**src/rtl/nibbler_pkg.sv**
```systemverilog
// Shared types and constants for the Nibbler program loader.
package nibbler_pkg;
    localparam int          BYTE_W        = 8;
    localparam int          LEN_W         = 12;
    localparam int          ADDR_W_DEF    = 12;
    localparam int          DATA_W_DEF    = 8;
    localparam logic [7:0]  SYNC_BYTE_DEF = 8'hA5;

    typedef enum logic [2:0] {
        IDLE,
        LEN_HI,
        LEN_LO,
        DATA,
        CHECK,
        DONE,
        ERROR
    } load_state_t;
endpackage

```
**src/rtl/loader_checksum.sv**
```systemverilog
// Purpose: modulo-256 running sum of frame data bytes with a zero test against the check byte.
// Latency: sum updates one cycle after add; sum_zero is combinational on check_byte.
// Backpressure: none, driven purely by the caller's clear/add strobes.
module loader_checksum
    import nibbler_pkg::*;
(
    input  logic              clk,
    input  logic              reset,
    input  logic              clear,
    input  logic              add,
    input  logic [BYTE_W-1:0] add_byte,
    input  logic [BYTE_W-1:0] check_byte,
    output logic              sum_zero
);
    logic [BYTE_W-1:0] sum;
    logic [BYTE_W-1:0] total;

    always_ff @(posedge clk) begin
        if (!reset) begin
            sum <= '0;
        end else if (clear) begin
            sum <= '0;
        end else if (add) begin
            sum <= sum + add_byte;
        end
    end

    assign total    = sum + check_byte;
    assign sum_zero = (total == '0);
endmodule

```
**src/rtl/prog_loader.sv**
```systemverilog
// Purpose: parse SYNC/LEN/DATA/CHECK frames from a byte link into program memory, then release the core.
// Latency: one mem_we cycle after each data beat; load_done/load_err one cycle after the deciding beat.
// Backpressure: byte_ready low in DONE and ERROR; only restart or reset leaves those states.
module prog_loader
    import nibbler_pkg::*;
#(
    parameter int         ADDR_W    = ADDR_W_DEF,
    parameter int         DATA_W    = DATA_W_DEF,
    parameter logic [7:0] SYNC_BYTE = SYNC_BYTE_DEF
) (
    input  logic              clk,
    input  logic              reset,
    input  logic [7:0]        byte_in,
    input  logic              byte_valid,
    output logic              byte_ready,
    input  logic              restart,
    output logic              mem_we,
    output logic [ADDR_W-1:0] mem_addr,
    output logic [DATA_W-1:0] mem_data,
    output logic              cpu_hold,
    output logic              load_done,
    output logic              load_err,
    output logic [ADDR_W-1:0] loaded_count
);
    load_state_t       state, state_nxt;
    logic [LEN_W-1:0]  len_q;
    logic [ADDR_W-1:0] count_inc;
    logic              beat;
    logic              is_sync;
    logic              last_data;
    logic              sum_zero;

    assign byte_ready = (state != DONE) && (state != ERROR);
    // restart wins over a simultaneous byte, so it never counts as a beat
    assign beat       = byte_valid && byte_ready && !restart;
    assign is_sync    = (byte_in == SYNC_BYTE);
    assign count_inc  = loaded_count + ADDR_W'(1);
    assign last_data  = (count_inc == ADDR_W'(len_q));

    loader_checksum u_checksum (
        .clk        (clk),
        .reset      (reset),
        .clear      (beat && (state == IDLE) && is_sync),
        .add        (beat && (state == DATA)),
        .add_byte   (byte_in),
        .check_byte (byte_in),
        .sum_zero   (sum_zero)
    );

    always_ff @(posedge clk) begin
        if (!reset) begin
            state <= IDLE;
        end else begin
            state <= state_nxt;
        end
    end

    always_comb begin
        state_nxt = state;
        if (restart) begin
            state_nxt = IDLE;
        end else if (beat) begin
            case (state)
                IDLE:    if (is_sync) state_nxt = LEN_HI;
                LEN_HI:  state_nxt = (byte_in[7:4] != 4'd0) ? ERROR : LEN_LO;
                LEN_LO:  state_nxt = ({len_q[LEN_W-1:8], byte_in} == '0) ? CHECK : DATA;
                DATA:    if (last_data) state_nxt = CHECK;
                CHECK:   state_nxt = sum_zero ? DONE : ERROR;
                default: state_nxt = state;
            endcase
        end
    end

    always_ff @(posedge clk) begin
        if (!reset) begin
            mem_we       <= 1'b0;
            mem_addr     <= '0;
            mem_data     <= '0;
            loaded_count <= '0;
            len_q        <= '0;
            cpu_hold     <= 1'b1;
            load_done    <= 1'b0;
            load_err     <= 1'b0;
        end else begin
            mem_we    <= 1'b0;
            cpu_hold  <= (state_nxt != DONE);
            load_done <= (state_nxt == DONE);
            load_err  <= (state_nxt == ERROR);
            if (beat) begin
                case (state)
                    IDLE: begin
                        if (is_sync) begin
                            loaded_count <= '0;
                            len_q        <= '0;
                        end
                    end
                    LEN_HI: len_q[LEN_W-1:8] <= byte_in[3:0];
                    LEN_LO: len_q[7:0]       <= byte_in;
                    DATA: begin
                        mem_we       <= 1'b1;
                        mem_addr     <= loaded_count;
                        mem_data     <= DATA_W'(byte_in);
                        loaded_count <= count_inc;
                    end
                    default: ;
                endcase
            end
        end
    end
endmodule

```
**config.mk**
```make
export PLATFORM = sky130hd
export DESIGN_NAME = prog_loader
export DESIGN_NICKNAME = d
export VERILOG_FILES = /design/src/rtl/nibbler_pkg.sv /design/src/rtl/loader_checksum.sv /design/src/rtl/prog_loader.sv
export SDC_FILE = /design/constraint.sdc
export NUM_CORES = 1
export LEC_CHECK = 0
export CELL_PAD_IN_SITES_DETAIL_PLACEMENT = 0
export CELL_PAD_IN_SITES_GLOBAL_PLACEMENT = 1
export CORE_ASPECT_RATIO = 0.9
export CORE_UTILIZATION = 40
export CTS_CLUSTER_DIAMETER = 60
export DETAILED_ROUTE_END_ITERATION = 8
export PLACE_DENSITY = 0.92
export SYNTH_ARGS = -nofsm -noshare
export SYNTH_HDL_FRONTEND = slang
export SYNTH_SLANG_ARGS = --single-unit
```
**constraint.sdc**
```tcl
create_clock -name clk -period 7.3 [get_ports clk]
set_input_delay 1.46 -clock clk [delete_from_list [all_inputs] [get_ports clk]]
set_output_delay 1.46 -clock clk [all_outputs]
set_load 0.03 [all_outputs]
```
Word-level counts from Yosys, hierarchy flattened
Cells that the tools add are included.
W data, S select, Z words.
Word-level totals
  register bits: 59
  bits of input ports: 12
  output and inout port bits: 37
  logic and storage cells: 59
Operators by class
  add/sub/neg operators: 2
  eq/ne operators: 12
  multiplexer cells: 13
  bitwise logic cells: 1
  reductions and logical operators: 20
Operators by type and width (count)
  $pmux W12 S2: 1
  $mux W3: 6
  $pmux W8 S2: 1
  $pmux W3 S5: 1
  $add A12 B1 Y12 const B: 1
  $eq A12 B12 Y1: 1
  $logic_not A12 Y1: 1
  $mux W12: 1
  $eq A3 B3 Y1 const B: 3
  $ne A3 B3 Y1 const B: 3
  $reduce_and A3 Y1: 3
  $add A8 B8 Y8: 1
  $eq A8 B8 Y1 const B: 1
  $logic_not A8 Y1: 1
  $pmux W4 S2: 1
  $eq A3 B2 Y1 const B: 2
  $logic_and A1 B1 Y1: 6
  $reduce_bool A2 Y1: 3
  $reduce_and A2 Y1: 2
  $reduce_bool A4 Y1: 1
  $eq A3 B1 Y1 const B: 1
  $logic_not A3 Y1: 1
  $mux W2: 1
  $ne A2 B2 Y1 const B: 1
  4 further kinds: 4

Logic depth before layout (Yosys ltp)
Gate-level depths: netlist (run 1).
  word-level depth: 7
  mapped depth: 11
  depth with buffers taken out: 11

Modules after synthesis
Synthesis (run 1) repeated with hierarchy kept, for this count alone.
Second synthesis, totals
  cell total of the unflattened synthesis: 449
  area total of the unflattened synthesis: 3528.4 um^2
By module, submodules not included
  prog_loader: times used 1, cells each 346, area each 2612.5 um^2, sequential area each 1021.0 um^2
  loader_checksum: times used 1, cells each 103, area each 915.9 um^2, sequential area each 160.2 um^2

Least setup slack after synthesis (run 1)
OpenSTA, ideal clock, no wires.
  kind: input to register
  start point: in byte_in[0]
  end point: reg load_done
  library setup time: 0.060 ns
  data arrival time: 3.632 ns
  required time: 7.240 ns
  path slack: 3.608 ns
  stages: 10
  buffers on the path: 0
  cells stage by stage: ha_1 inv_1 fa_1 nor2b_1 o31a_1 a21oi_1 or3_1 o41a_1 a311oi_2 and3_1
Between the ends
  word-level cells in the longest chain between the ends: 7
  elaborated cells between the ends (all ways): 11
  classes of those cells: 1 x add/sub; 2 x eq/ne; 6 x mux; 2 x reduce/logical
RTL lines
  start: declaration: line prog_loader.sv:13  | input logic [7:0] byte_in,
  $add A8 B8 Y8: line loader_checksum.sv:28  | assign total = sum + check_byte;
  $logic_not A8 Y1: line loader_checksum.sv:29  | assign sum_zero = (total == '0);
  $mux W2: line prog_loader.sv:68  | CHECK: state_nxt = sum_zero ? DONE : ERROR;
  $pmux W3 S5 *: line prog_loader.sv:63  | case (state)
  $mux W3 *: line prog_loader.sv:62  | end else if (beat) begin
  $mux W3 *: line prog_loader.sv:60  | if (restart) begin
  $eq A3 B3 Y1 *: line prog_loader.sv:87  | load_done <= (state_nxt == DONE);
  end signal: assignment: line prog_loader.sv:87
  end: declaration: line prog_loader.sv:21  | output logic load_done,
Mark *: on every way between the ends. The rest lies on a longest branch, timed or not.
A chain may end at the register's enable or synchronous reset.

Final worst setup path (run 1)
Same ends and word-level chain as after synthesis.

==> metrics.yaml, run 1 <==
run_status:
  outcome: "finished clean"
clock_tree:
  cts_root_buf: "clkbuf_8"
  cts_tree: "built"
  hold_buffers: 0
  ctsResizeCount: 0
  clk_pin_slew_worst_paths_ns: 0.07
  htreeDepth: 3
  cts_sinks: 59
  cts.path.max_buffers: 2
  cts_setup_buffers: 0
  cts_buffers: 9
  clk_latency_ns: 0.34
logic_synthesis:
  synthMuxAreaShare_pct: 1.13
  syn_area_per_cell_um2: 7.74
  synth_area_leaders: "dfxtp_1, nand2_1, a21oi_1, nor2_1, xnor2_1"
  syn_inst: 400
  synth_top_area_share_pct: 38.1
  synth_xor_xnor_area_share_pct: 5.94
  synth_edf_count: 0
  synth-adder-area-share_pct: 4.28
  synthesis.nets: 422
  synth-warning-count: 0
  synthFlopType: "dfxtp_1"
  synth-simple-area-share_pct: 28.8
  netlist-cell-type-count: 54
  synth_area_mm2: 0.00310
  async_reset_ff_share_pct: 0
  ys_seq_elements: 59
  synth-compound-area-share_pct: 18.0
  synth_seq_area_share_pct: 38.1
  synth_top_cell_by_area: "dfxtp_1"
  synth_top_family_by_area: "simple AND/OR/NAND/NOR gates"
drt:
  drtAntennaViolNets: 0
  drtIter0Drc: 211
  vias: 2928
  drc_errors: 0
  drt_wl_total_mm: 8.08
  drt-vias-per-instance: 5.45
  wl_per_cell_um: 15.1
  drtPass1Iterations: 4
sta:
  fin_crit_ns: 4.22
  worstMarginPinSlew_ns: 0.811
  skew_ns: 0.00568
  max_slew_margin_pct: 46.0
  period_share_pct: 57.8
  finalHoldViolations: 0
  setup_viol: 0
  max_freq_ghz: 0.237
  tns_ns: 0
  rsz0062_at_grt: "false"
  slew_viol_final: 0
floorplan:
  io-pin-count: 49
  dieArea_mm2: 0.00810
  die_h_um: 85.5
  initial_utilization_pct: 41.3
  fp-row-count: 30
  core_area_mm2: 0.00751
  die_x_um: 94.8
cells_and_area:
  layout_commonest_cell: "nand2_1"
  drive_above_1_share_pct: 7.94
  final_cell_mix: "nand2_1, dfxtp_1, a21oi_1, clkdlybuf4s50_1, nor2_1"
  n_antenna_cell: 0
  nets: 458
  finalNonFillerCells: 537
  syn_to_final_growth_pct: 23.0
power:
  power_frac_seq_pct: 48.5
  ir_drop_uv: 132
  p_leak_nw: 1.28
  switchingPower_w: 0.000173
  p_comb_share_pct: 5.6
  swShare_pct: 25.8
  internal-power_w: 0.000498
  clkPwrFrac_pct: 45.9
  powerDensity_mw_per_mm2: 176
grt:
  grt_pass1_vias: 2629
  grt_antenna_before_repair: 0
  grt-ovfl-total: 0
  gr-usage-all-layers_pct: 20.8
  grt_pass1_wl_mm: 13.1
  grt_max_degree: 43
critical_path:
  start_kind: "primary input"
  critPathMaxStageDelay_ns: 0.60
  cp.required_ns: 7.58
  slowest_stage: "clkdlybuf4s50_1"
  cp_max_fo: 6
  cp_num_buf_inv: 2
  path_delay_family: "compound AO/OA/AOI/OAI gates"
  worstSetupPathType: "primary input to flip-flop"
  worstPathArrival_ns: 4.50
  crit_path_end_kind: "flip-flop"
  cp_cell_sequence: "clkdlybuf4s50_1, ha_1, inv_1, fa_1, nor2b_1, o31a_1, a21oi_1, or3_1, o41a_1, a311oi_2, and3_1"
placement:
  gp_congestion: 0.858
  placed_cells_incl_taps: 521
  io_buffers: 48
  dp_hpwl_mm: 5.58
flow_run:
  drv_cap: 0
min_path:
  hold_class: "flip-flop to flip-flop"
## metal layers
| metal | global-route usage [%] | wire length, µm | up-vias |
|---|---|---|---|
| li1 | - | - | 1459 |
| met1 | 28.5 | 3920 | 1383 |
| met2 | 31.3 | 3630 | 75 |
| met3 | 5.76 | 423 | 11 |
| met4 | 6.75 | 117 | 0 |
| met5 | 0 | 0 | - |
## kinds of logic (layout without fill, tap and decap cells)
kind of cell	after synthesis	in the layout
and+or+nand+nor	189	189
AOI/OAI and AO/OA	89	89
DFF	59	59
buffers and inverters	29	70
xor gates and xnor gates	21	21
adders and majority gates	10	10
muxes	3	3
## through the flow
step	total power [W]	hold slack (ns)	worst slack [ns]	utilization (%)	instance area, µm²
after global placement	0.000370	0.442	2.85	48.1	3610
after global routing	0.000692	0.477	2.91	50.8	3810
after floorplan	0.000354	0.440	3.61	-	3100
after CTS	0.000675	0.457	3.10	50.8	3810
after detailed placement	0.000370	0.447	2.78	48.1	3610
final	0.000671	0.454	3.08	50.8	3810
## state kept, by name, indices dropped and copies added (netlist names)
register,flops
len_q,12
loaded_count,12
mem_addr,12
mem_data,8
u_checksum.sum,8
state,3
cpu_hold,1
load_done,1
load_err,1
mem_we,1
## path summary, 6_finish.rpt
kind                         from           to  slack, ns  cells past startpoint
setup / recovery       byte_in[0]    load_done       3.08                     11
hold / removal        mem_data[5]  mem_data[5]       0.45                      2
setup reg to reg  loaded_count[0]     state[0]       4.33                      9
hold reg to reg       mem_data[5]  mem_data[5]       0.45                      2
## worst register-to-register path, stage by stage, from the launching register on
cell       delay (ns)
dfxtp_1          0.56
ha_1             0.36
nand3_1          0.16
or3_1            0.40
a211oi_2         0.25
o2111ai_1        0.17
a2111oi_2        0.40
a211o_1          0.23
a311oi_2         0.14
and2_1           0.20
## layout make-up
class                   count  area [µm²]
clock inverters             7        76.3
well taps                  96         120
fillers                   748        3700
multi-input cells         312        1800
inverters                   5        18.8
repair buffers             49         488
flip-flops and latches     59        1180
clock buffers               9         124
## power by group through the flow
stage / sequential (W) / clock [W] / combinational [W]
after detailed placement: 0.000333 / 0 / 0.0000372
after floorplan: 0.000332 / 0 / 0.0000218
final: 0.000326 / 0.000308 / 0.0000374
after global placement: 0.000333 / 0 / 0.0000367
after global routing: 0.000326 / 0.000326 / 0.0000406
after CTS: 0.000326 / 0.000312 / 0.0000374
## cell usage after synthesis, types with 2 or more instances
master / instances
o21a_1: 2
a31oi_1: 4
xnor2_1: 13
or2_2: 2
a21oi_1: 54
nand4_1: 4
o211ai_1: 2
o31a_1: 2
xor2_1: 8
and2_1: 5
buf_2: 6
mux2i_1: 2
nand3_1: 21
a21o_1: 2
nor4_1: 5
nor3_1: 8
nand2b_1: 3
nor2b_1: 4
or3_1: 5
nand2_1: 87
inv_1: 4
nor2_1: 32
o21ai_0: 8
dfxtp_1: 59
clkbuf_1: 17
and3_1: 3
ha_1: 9
o21ai_1: 3
Power figures use the tool's default switching activity.
==> run 2: changes to the inputs <==
CORE_UTILIZATION = 35   (was 40)
PLACE_DENSITY = 0.86   (was 0.92)
clock period = 3.6 ns   (was 7.3 ns; I/O delays follow)
==> run 2 against run 1 <==
Setup slack got worse by 2.9 ns. Count of clock-buffer cells in the layout increased by 2. Largest power group is now clock. Routed wire length increased by 5.2%. Critical path type unchanged. Clock power increased by 130%. Sequential power increased by 100%.
==> metrics.yaml, run 2 (synthesis results as in run 1) <==
run_status:
  outcome: "finished clean"
drt:
  drtPass1Iterations: 5
  wl_per_cell_um: 14.7
  drt_wl_total_mm: 8.51
  drc_errors: 0
  drtIter0Drc: 124
  drt-vias-per-instance: 5.19
  vias: 2993
  drtAntennaViolNets: 0
placement:
  placed_cells_incl_taps: 562
  gp_congestion: 0.849
  placed_area_mm2: 0.00377
  io_buffers: 48
  dp_hpwl_mm: 5.99
sta:
  skew_ns: 0.00694
  hold_ws_ns: 0.453
  max_slew_margin_pct: 48.9
  slew_viol_final: 0
  period_share_pct: 94.1
  finalHoldViolations: 0
  worstMarginPinSlew_ns: 0.766
  max_freq_ghz: 0.295
  rsz0062_at_grt: "false"
  setup_viol: 0
  fin_crit_ns: 3.39
cells_and_area:
  drive_above_1_share_pct: 11.4
  layout_commonest_cell: "nand2_1"
  nets: 476
  syn_to_final_growth_pct: 29.1
  finalNonFillerCells: 577
  multi_input_comb_area_mm2: 0.00180
  final_cell_mix: "nand2_1, dfxtp_1, a21oi_1, clkdlybuf4s50_1, nor2_1"
  nFillCells: 866
  area.sequential_mm2: 0.00118
  fin_area_mm2: 0.00400
  n_antenna_cell: 0
  reg_top3: "len_q (12), loaded_count (12), mem_addr (12)"
power:
  ir_drop_uv: 194
  switchingPower_w: 0.000325
  total_power_w: 0.00144
  p_leak_nw: 1.39
  p_comb_share_pct: 6.0
  clkPwrFrac_pct: 48.2
  power_frac_seq_pct: 45.8
  swShare_pct: 22.5
  internal-power_w: 0.00112
  powerDensity_mw_per_mm2: 360
critical_path:
  endpoint: "load_done"
  crit_path_end_kind: "flip-flop"
  critPathMaxStageDelay_ns: 0.50
  worstPathArrival_ns: 3.68
  slowest_stage: "clkdlybuf4s50_1"
  regToRegSetupSlack_ns: 0.65
  r2r_start: "loaded_count[1]"
  startpoint: "byte_in[0]"
  rr_worst_depth: 9
  start_kind: "primary input"
  cp_cell_sequence: "clkdlybuf4s50_1, ha_1, inv_1, fa_1, nor2b_1, o31a_1, a21oi_1, or3_1, o41a_1, a311oi_2, and3_1"
  reg2reg_to: "load_done"
  worstSetupPathType: "primary input to flip-flop"
  cp_max_fo: 4
  cp.required_ns: 3.89
floorplan:
  core_area_mm2: 0.00857
  die_x_um: 101
  io-pin-count: 49
  dieArea_mm2: 0.00923
  fp-row-count: 32
  die_h_um: 91.3
  initial_utilization_pct: 36.2
grt:
  gr-usage-all-layers_pct: 20.0
  grt_antenna_before_repair: 0
  grt_pass1_wl_mm: 14.3
  grt_pass1_vias: 2896
  grt-ovfl-total: 0
  grt_max_degree: 42
clock_tree:
  clk_latency_ns: 0.35
  hold_buffers: 0
  cts_tree: "built"
  ctsResizeCount: 0
  htreeDepth: 3
  cts_setup_buffers: 0
  cts_root_buf: "clkbuf_8"
  clk_pin_slew_worst_paths_ns: 0.07
  cts.path.max_buffers: 2
  cts_buffers: 9
  cts_sinks: 59
flow_run:
  drv_cap: 0
min_path:
  hold_class: "flip-flop to flip-flop"
  holdCritStartpoint: "mem_data[5]"
## run 2: cell types whose count changed in the layout (fill, tap and decap cells not counted), sizes merged
cell,before,now
inv,7,5
clkbuf,9,11
clkinvlp,2,0
buf,1,19
bufinv,1,2
## run 2: per-stage QoR
step / TNS, ns / setup WS, ns / util [%]
6_report: 0 / 0.213 / 46.7
5_1_grt: 0 / 0.112 / 46.7
4_1_cts: 0 / 0.225 / 46.7
3_5_place_dp: -0.367 / -0.117 / 44.1
3_3_place_gp: -0.00637 / -0.00637 / 44.1
2_1_floorplan: 0 / 0.648 / -
## run 2: routing by layer
layer	up-vias	share of wire [%]	wire, µm	track usage [%]
li1	1492	-	-	-
met1	1396	46	3950	26.2
met2	94	46	3890	31.5
met3	11	7.0	595	4.85
met4	0	0.83	71	7.85
met5	-	0	0	0
## run 2: worst max-delay path, delay by kind of cell
kind,cells,cell delay [ns]
adder cells (fa/ha/maj),2,0.57
buffers and inverters,2,0.55
AO/OA/AOI/OAI,4,1.05
AND/OR/NAND/NOR,3,0.79
## run 2: final cells by class
cell class	instances	share of cell area (%)
Timing Repair Buffer	67	15.6
Inverter	5	0.469
Multi-Input combinational cell	312	45.1
Clock inverter	4	1.85
Tap cell	119	3.72
Sequential cell	59	29.5
Clock buffer	11	3.78
## run 2: worst min-delay path by stage
stage | endpoint | slack [ns] | cells after the start
floorplan | u_checksum.sum[0] | 0.44 | 2
global placement | mem_data[5] | 0.44 | 2
detailed placement | mem_addr[1] | 0.45 | 2
CTS | mem_addr[1] | 0.46 | 2
global route | mem_data[6] | 0.48 | 2
finish | mem_data[5] | 0.45 | 2
## run 2: power groups by stage
stage                     clock network (W)  registers, W  logic [W]
after global placement                    0      0.000675  0.0000847
after global routing               0.000740      0.000661  0.0000945
after CTS                          0.000706      0.000661  0.0000866
after detailed placement                  0      0.000676  0.0000858
after floorplan                           0      0.000673  0.0000442
final                              0.000694      0.000661  0.0000867
==> run 3: changes to the inputs <==
CORE_MARGIN = 2   (was not set)
TNS_END_PERCENT = 30   (was not set)
==> run 3 against run 2 <==
Clock power fell by 16%. Power decreased by 7.9%. Sequential share of layout area rose by 0.22 points. Die area rose by 4.2%. Hold slack gained 0.0015 ns. Cell count unchanged. Routed wire length decreased by 1.6%. Maximum frequency rose by 3.1%. Register-to-register slack gained 0.06 ns. Combinational power down 1%. Setup slack improved by 0.10 ns. Flip-flop and latch count unchanged.
==> metrics.yaml, run 3 (synthesis results as in run 1) <==
sta:
  setup_viol: 0
  layout_setup_ws_ns: 0.315
  finalHoldViolations: 0
  slew_viol_final: 0
  worstMarginPinSlew_ns: 0.464
  max_freq_ghz: 0.304
  tns_ns: 0
  max_slew_margin_pct: 69.0
  fin_crit_ns: 3.28
  rsz0062_at_grt: "false"
  period_share_pct: 91.2
  skew_ns: 0.00986
cells_and_area:
  drive_above_1_share_pct: 11.1
  finalNonFillerCells: 577
  syn_to_final_growth_pct: 28.2
  multi_input_comb_area_mm2: 0.00180
  layout_commonest_cell: "nand2_1"
  nFillCells: 881
  final_cell_mix: "nand2_1, dfxtp_1, a21oi_1, clkdlybuf4s50_1, nor2_1"
  fin_util_pct: 46.3
  nets: 476
  fin_area_mm2: 0.00397
  n_antenna_cell: 0
  reg_top3: "len_q (12), loaded_count (12), mem_addr (12)"
  area.sequential_mm2: 0.00118
critical_path:
  cp.required_ns: 3.89
  worstPathArrival_ns: 3.57
  cp_num_buf_inv: 2
  crit_path_end_kind: "flip-flop"
  path_delay_family: "compound AO/OA/AOI/OAI gates"
  start_kind: "primary input"
  cp_max_fo: 4
  worstSetupPathType: "primary input to flip-flop"
  cp_cell_sequence: "clkdlybuf4s50_1, ha_1, inv_1, fa_1, nor2b_1, o31a_1, a21oi_1, or3_1, o41a_1, a311oi_2, and3_1"
  slowest_stage: "clkdlybuf4s50_1"
  critPathMaxStageDelay_ns: 0.48
clock_tree:
  ctsResizeCount: 0
  cts_tree: "built"
  cts.path.max_buffers: 2
  cts_setup_buffers: 0
  clk_pin_slew_worst_paths_ns: 0.07
  cts_buffers: 9
  hold_buffers: 0
  clk_latency_ns: 0.35
  htreeDepth: 3
  cts_root_buf: "clkbuf_8"
  cts_sinks: 59
grt:
  grt_antenna_before_repair: 0
  grt-ovfl-total: 0
  grt_pass1_vias: 2895
  grt_pass1_wl_mm: 14.0
  gr-usage-all-layers_pct: 19.0
  grt_max_degree: 42
floorplan:
  initial_utilization_pct: 36.2
  die_x_um: 103
  dieArea_mm2: 0.00962
  core_area_mm2: 0.00857
  fp-row-count: 32
  die_h_um: 93.3
  io-pin-count: 49
power:
  powerDensity_mw_per_mm2: 334
  p_comb_share_pct: 6.4
  clkPwrFrac_pct: 43.8
  swShare_pct: 24.1
  p_leak_nw: 1.36
  switchingPower_w: 0.000320
  ir_drop_uv: 160
  power_frac_seq_pct: 49.8
  internal-power_w: 0.00101
drt:
  drt-vias-per-instance: 5.12
  vias: 2954
  drtPass1Iterations: 4
  drc_errors: 0
  drtAntennaViolNets: 0
  wl_per_cell_um: 14.5
  drt_wl_total_mm: 8.38
  drtIter0Drc: 160
run_status:
  outcome: "finished clean"
placement:
  placed_area_mm2: 0.00379
  dp_slack_ns: -0.0258
  gp_congestion: 0.814
  io_buffers: 48
  placed_cells_incl_taps: 562
  dp_hpwl_mm: 5.92
flow_run:
  drv_cap: 0
min_path:
  hold_class: "flip-flop to flip-flop"
## run 3: changes by cell type in the layout (fill, tap and decap cells not counted)
cell | before | now
clkbuf_8 | 11 | 9
clkinvlp_4 | 0 | 2
buf_12 | 0 | 1
buf_4 | 19 | 18
bufinv_16 | 2 | 1
clkbuf_1 | 0 | 1
clkinv_2 | 1 | 2
clkinv_4 | 1 | 0
## run 3: area by class of cell
cell class                      instances  area share [%]
Multi-Input combinational cell        312            45.4
Sequential cell                        59            29.8
Timing Repair Buffer                   67            16.0
Tap cell                              119            3.75
Clock buffer                           10            3.21
Clock inverter                          5            1.39
Inverter                                5           0.473
## run 3: worst paths after layout
path	from	end	slack (ns)	depth (start not counted)
setup / recovery	byte_in[0]	load_done	0.32	11
hold / removal	mem_addr[1]	mem_addr[1]	0.45	2
setup reg to reg	loaded_count[1]	load_done	0.71	9
hold reg to reg	mem_addr[1]	mem_addr[1]	0.45	2
## run 3: per-stage QoR
step	hold slack (ns)	power, W
final	0.455	0.00133
after detailed placement	0.448	0.000761
after global placement	0.443	0.000760
after floorplan	0.440	0.000717
after global routing	0.480	0.00138
after CTS	0.459	0.00134
## run 3: worst register-to-register path, cell delays in order (launching register included)
cell and delay [ns]:
dfxtp_1 0.50, ha_1 0.35, nand3_1 0.16, or3_1 0.40, a211oi_2 0.23, o2111ai_1 0.16, a2111oi_2 0.42, a211o_1 0.23
a311oi_2 0.14, and3_1 0.20
## run 3: metal layers
| layer | global-route usage (%) | part of all wire (%) | vias up |
|---|---|---|---|
| met1 | 25.6 | 48 | 1383 |
| met5 | 0 | 0 | - |
| met2 | 29.0 | 45 | 65 |
| li1 | - | - | 1495 |
| met3 | 3.36 | 4.2 | 11 |
| met4 | 9.32 | 1.9 | 0 |
## run 3: power by group through the flow
stage	Clock [W]	Sequential (W)	Combinational [W]
final	0.000581	0.000661	0.0000854
after global routing	0.000622	0.000661	0.0000932
after CTS	0.000598	0.000661	0.0000857
after detailed placement	0	0.000676	0.0000854
after global placement	0	0.000675	0.0000848
after floorplan	0	0.000673	0.0000442
